===== src/rtl/fetch_queue.sv =====
// Fetch PC + instruction FIFO; head visible one cycle after fetch, decode stalls via deq_ready.
// Branch flushes and redirects with priority; optional FETCH_HALT_EN stops fetch after a 32'hFFFF_FFFF word.
module fetch_queue #(
  parameter int unsigned DEPTH    = 4,
  parameter logic [31:0] RESET_PC = 32'h0,
  parameter logic [31:0] PC_INC   = 32'd4
) (
  input  logic                     clk,
  input  logic                     rst,
  output logic [31:0]              imem_addr,
  output logic                     imem_rd,
  input  logic [31:0]              imem_data,
  input  logic                     branch_taken,
  input  logic [31:0]              branch_target,
  input  logic                     deq_ready,
  output logic                     inst_valid,
  output logic [31:0]              inst,
  output logic [31:0]              inst_pc,
  output logic [$clog2(DEPTH):0]   count
`ifdef FETCH_HALT_EN
  ,
  output logic                     halted
`endif
);

  localparam int unsigned AW = $clog2(DEPTH);
  localparam int unsigned CW = AW + 1;
  localparam logic [CW-1:0] FULL = CW'(DEPTH);

  logic [31:0]   word_mem [DEPTH];
  logic [31:0]   pc_mem   [DEPTH];
  logic [AW-1:0] wr_ptr;
  logic [AW-1:0] rd_ptr;
  logic [31:0]   fetch_pc;
  logic          enq;
  logic          deq;
  logic          halt_q;

  assign inst_valid = (count != '0);
  assign deq        = inst_valid && deq_ready;
  // A full queue can still fetch when the head leaves in the same cycle.
  assign enq        = rst && !branch_taken && !halt_q && ((count < FULL) || deq);

  assign imem_rd   = enq;
  assign imem_addr = fetch_pc;
  assign inst      = inst_valid ? word_mem[rd_ptr] : 32'h0;
  assign inst_pc   = inst_valid ? pc_mem[rd_ptr]   : 32'h0;

  always_ff @(posedge clk or negedge rst) begin
    if (!rst) begin
      fetch_pc <= RESET_PC;
      wr_ptr   <= '0;
      rd_ptr   <= '0;
      count    <= '0;
    end else if (branch_taken) begin
      fetch_pc <= branch_target;
      wr_ptr   <= '0;
      rd_ptr   <= '0;
      count    <= '0;
    end else begin
      if (enq) begin
        wr_ptr   <= wr_ptr + 1'b1;
        fetch_pc <= fetch_pc + PC_INC;
      end
      if (deq) begin
        rd_ptr <= rd_ptr + 1'b1;
      end
      if (enq && !deq) begin
        count <= count + 1'b1;
      end else if (!enq && deq) begin
        count <= count - 1'b1;
      end
    end
  end

  // Storage is not reset; occupancy masks stale entries from the outputs.
  always_ff @(posedge clk) begin
    if (enq) begin
      word_mem[wr_ptr] <= imem_data;
      pc_mem[wr_ptr]   <= fetch_pc;
    end
  end

`ifdef FETCH_HALT_EN
  always_ff @(posedge clk or negedge rst) begin
    if (!rst) begin
      halt_q <= 1'b0;
    end else if (branch_taken) begin
      halt_q <= 1'b0;
    end else if (enq && (imem_data == 32'hFFFF_FFFF)) begin
      halt_q <= 1'b1;
    end
  end

  assign halted = halt_q;
`else
  assign halt_q = 1'b0;
`endif

endmodule


===== config.mk =====
export PLATFORM = sky130hd
export DESIGN_NAME = fetch_queue
export DESIGN_NICKNAME = d
export VERILOG_FILES = /design/src/rtl/fetch_queue.sv
export SDC_FILE = /design/constraint.sdc
export NUM_CORES = 1
export LEC_CHECK = 0
export CAP_MARGIN = 40
export CORE_MARGIN = 8
export CORE_UTILIZATION = 25
export CTS_CLUSTER_DIAMETER = 60
export DETAILED_ROUTE_END_ITERATION = 10
export PLACE_DENSITY = 0.49
export SYNTH_ARGS = -nofsm -noshare
export SYNTH_HDL_FRONTEND = slang
export SYNTH_SLANG_ARGS = --single-unit

===== constraint.sdc =====
create_clock -name clk -period 3.9 [get_ports clk]
set_clock_uncertainty 0.2 [all_clocks]
set_input_delay 1.17 -clock clk [delete_from_list [all_inputs] [get_ports clk]]
set_output_delay 1.17 -clock clk [all_outputs]
set_load 0.01 [all_outputs]

; ---- Word-level counts from Yosys, hierarchy flattened
; Memory sizes are Yosys's and may differ from the RTL's.
; Index checks and enable logic that the tools add are counted.
[word_totals]
output_inout_bits = 101
register_bits = 39
mem_count = 2
ramBits = 256
input_bits = 68
word_cells = 38
[memory_table]
columns = name, depth, word_bits, rd, rd_ports_with_merged_regs, write_ports, line_no
row1 = pc_mem, 4, 32, 1, 0, 1, 31  ; logic [31:0] pc_mem [DEPTH];
row2 = word_mem, 4, 32, 1, 0, 1, 30  ; logic [31:0] word_mem [DEPTH];
[op_classes]
add_sub_neg = 5
order_cmp = 1
mux = 13
n_reduce_logical = 13
[op_table]
columns = op, count
row1 = $mux 32, 4
row2 = $add 32x3->32 const B, 1
row3 = $mux 3, 3
row4 = $mux 2, 4
row5 = $reduce_bool 3->1, 2
row6 = $logic_and 1x1->1, 5
row7 = $add 2x1->2 const B, 2
row8 = $reduce_bool 2->1, 2
row9 = $add 3x1->3 const B, 1
row10 = $logic_not 1->1, 3
row11 = $lt 3x3->1 const B, 1
row12 = $sub 3x1->3 const B, 1
row13 = $mux 1, 2
row14 = $logic_or 1x1->1, 1

; ---- Depth between registers and ports, before layout
[depth]
word_depth = 9
mapped_depth = 9
ltp_nobuf = 8

; ---- Least setup slack after synthesis
; OpenSTA, ideal clock, no wires.
[synth_timing]
path_type = input port to flip-flop
start = in deq_ready
end = mem pc_mem[0][0] (enable)
arrival_ps = 3657
slack_ps = -386
path_buffers = 1
stages = 5
t_required_ps = 3271
setup_ps = 429
path_cell_list = nand2b_1 > clkbuf_1 > nand2_1 > nor2_1 > and2_1
[synth_between]
elab_chain_cells = 5
[synth_rtl]
columns = element, line_no
row1 = from (decl), 15  ; input logic deq_ready,
row2 = $logic_and 1x1->1, 40  ; assign deq = inst_valid && deq_ready;
row3 = $logic_or 1x1->1, 42  ; assign enq = rst && !branch_taken && !halt_q && ((count < FULL) || deq);
row4 = $logic_and 1x1->1, 42
row5 = named net imem_rd, 11  ; output logic imem_rd,
row6 = $mux 1, 78  ; if (enq) begin
row7 = $mux 1 (implied by the code), 80  ; pc_mem[wr_ptr] <= fetch_pc;
row8 = to (decl), 31
; The timed path passes the listed nets, and every way through them passes these cells.

; ---- Worst setup path after layout
[layout_timing]
start = reg rd_ptr[0]
end = out inst_pc[2]
[layout_between]
elab_chain_cells = 2
[layout_rtl]
columns = element, line_no
row1 = from (decl), 33  ; logic [AW-1:0] rd_ptr;
row2 = from (signal assigned), 66  ; rd_ptr <= rd_ptr + 1'b1;
row3 = $mem_v2 4x32, -
row4 = $mux 32, 47  ; assign inst_pc = inst_valid ? pc_mem[rd_ptr] : 32'h0;
row5 = to (decl), 18  ; output logic [31:0] inst_pc,
; No other way between the ends.

==> metrics <==
outcome finished clean; most common cell after layout, fill and taps aside edfxtp_1; register area share after synthesis 71.34%; WP data arrival 2.45 ns; Clock H-tree levels 2; Total Die Area 55880 sq um; Synth async-reset ratio 13.22%; CTS hold repair buffers 0; FMAX 262.1 MHz; vias per cell 4.565; # IOs 169; setup ws final 0.08401 ns; core area 47850 sq um; Critical Path RT 2.53 ns; Site Rows 80; Gate power share 25.4%; DR WL/cell about 22 um; max cap viols 0; Top Usage Layer GRT met2; Synth top area share between 60% and 70%; Internal 6749 uW; CTS buffer count 37; net load switching power 2522 uW; area grow syn2layout 34.11%; Hold Path Class reg2reg; Avg Inst Size Synth roughly 17 sq um; final hold violation count 0; final design utilization 34.04%; number of enable flip-flop cells after synthesis 256; synth warn 0; Total Routing Usage GR a little under an eighth; CTS tree built; Root Buffer clkbuf_16; # placed instances 1477; Post-DP HPWL 21300 um; slew margin rel. 50.23%; multi-input logic area 3287 sq um; Seq cells post-synth 295; DR pass1 iterations 5; fin nets 1000; total number of vias 7149; Yosys cell types 48; syn_nets 774; fin crit period 3.816 ns; clk slew on worst S/H paths around 0.06 ns; Finished Layout Cells 1566; clock sinks 295; GP Congestion 0.7010; met1 Usage GRT 15.10%; final setup fails 0; startpoint types flip-flop; grt ovf 0; Die Wd roughly 240 um; Max Slew Vio Count 0; Longest Clk Path Bufs 3; pre-CTS setup slack -0.01397 ns; share of total power in the clock network 33.7%; Port Buffer Count around 170; antenna-violating nets left 0; P_leak 0.005585 uW; clk_lat worst skew 0.52 ns; DRC errors left 0; critical path endpoint category output port; RSZ-0062 raised after global routing no; starting density of the core between 20 and 30%; most frequent cells in the layout 256 x edfxtp_1, 133 x clkdlybuf4s50_1, 68 x and2_1, 64 x mux4_2, 40 x clkbuf_16; top_reg_cell synth edfxtp_1; fraction of layout cells with a size suffix above 1 20.19%; met3 Usage GRT 3.754%; largest net degree at the start of global routing 67; # fillers around 4600; Mapped Cells 700; power density cells 569.3 nW/um^2; Inserted Diodes 0; sequential power share 40.9%; DRT iter0 DRCs 442; sw frac a little over a quarter; VDD IR-drop max 0.2405 mV; top post-synthesis cells by area edfxtp_1 63%, mux4_2 12%, dfrtp_1 8.0%; Storage cell area roughly 8700 sq um; Fin Hold WS between 0.3 and 0.4 ns; Routed WL 33990 um; Worst Max-Slew Pin Slew 0.7448 ns; largest area contributor in the netlist edfxtp_1; Max FO, Critical Path 10; first-pass GRT wire length 49380 um; vias in the first global route 7518; crit share post-route 97.85%; GRT met2 Usage about 18%; initial antenna violation count 0; critical path class reg2out; cell area after synthesis 12140 sq um; Chip Height 236.4 um
-- cell usage after synthesis (all sizes together), types with 12 or more instances --
cell type,number
nand3,27
nand4,23
clkbuf,27
o21ai,13
and2,72
nor2,17
edfxtp,256
inv,13
mux4,64
dfrtp,39
nand2,28
buf,12
-- critical path, cell delays in order, from the launching register on --
cell and delay [ns]:
dfrtp_4 0.44, buf_12 0.14, clkbuf_16 0.18, mux4_2 0.50
and2_1 0.17, clkdlybuf4s50_1 0.49
-- flip-flops by register name, indices dropped and copies added (netlist names) --
signal,flops
count,3
pc_mem,128
imem_addr,32
wr_ptr,2
word_mem,128
rd_ptr,2
-- kinds of logic (layout without fill, tap and decap cells) --
logic type	after synthesis	count (layout)	share of synthesized area [%]
buf+inv	52	303	1.711
simple gates	214	214	10.10
flops	295	295	71.34
compound gates	56	56	3.308
xor+xnor	10	10	0.7213
mux	67	67	12.14
fa+ha+maj	6	6	0.6801
-- per-stage QoR --
step	instance area [sq um]	TNS, ns	total power [uW]
finish	16280	0	9271
floorplan	12150	0	4891
global placement	14890	-0.02846	6120
detailed placement	14890	-0.01397	6127
global route	16280	0	9726
CTS	15980	-0.05353	9252
-- final timing paths --
kind                                                start  cells past startpoint  slack (ns)                   endpoint
worst max-delay path                rd_ptr[0]$_DFFE_PN0P_                      5        0.08                 inst_pc[2]
worst min-delay path             imem_addr[0]$_DFFE_PN0P_                      0        0.37     pc_mem[2][0]$_DFFE_PP_
worst max register to register  imem_addr[14]$_DFFE_PN0N_                      4        1.37  imem_addr[23]$_DFFE_PN0N_
worst min register to register   imem_addr[0]$_DFFE_PN0P_                      0        0.37     pc_mem[2][0]$_DFFE_PP_
max in group asynchronous                             rst                      2        2.34      rd_ptr[0]$_DFFE_PN0P_
min in group asynchronous                             rst                      2        0.63   imem_addr[6]$_DFFE_PN0N_
-- layout make-up --
class                      count  share of cell area, %
clock buffer                  44                  5.909
sequential                   295                  53.25
clock inverter                20                 0.8529
tap                          615                  4.725
timing repair buffer         226                  14.78
multi-input combinational    353                  20.18
inverter                      13                 0.2997
-- power groups by stage --
| stage | sequential (uW) | clock, uW | combinational, uW |
|---|---|---|---|
| 6_report | 3790 | 3120 | 2360 |
| 5_1_grt | 3820 | 3350 | 2560 |
| 3_5_place_dp | 3860 | 0 | 2260 |
| 2_1_floorplan | 3810 | 0 | 1080 |
| 3_3_place_gp | 3860 | 0 | 2260 |
| 4_1_cts | 3800 | 3240 | 2210 |
-- layer usage --
| metal | up-vias | wire length, um | share of wire (%) |
|---|---|---|---|
| met5 | - | 0 | 0 |
| met4 | 0 | 733 | 2.2 |
| met3 | 52 | 2102 | 6.2 |
| met2 | 183 | 15900 | 47 |
| met1 | 3660 | 15250 | 45 |
| li1 | 3254 | - | - |
-- repair_timing --
action / in CTS / in global routing
setup endpoints to repair: 36 / 39
setup buffers: 0 / 22
gates resized for setup: 24 / 14
cloned: 0 / 3
Power figures use the tool's default switching activity.
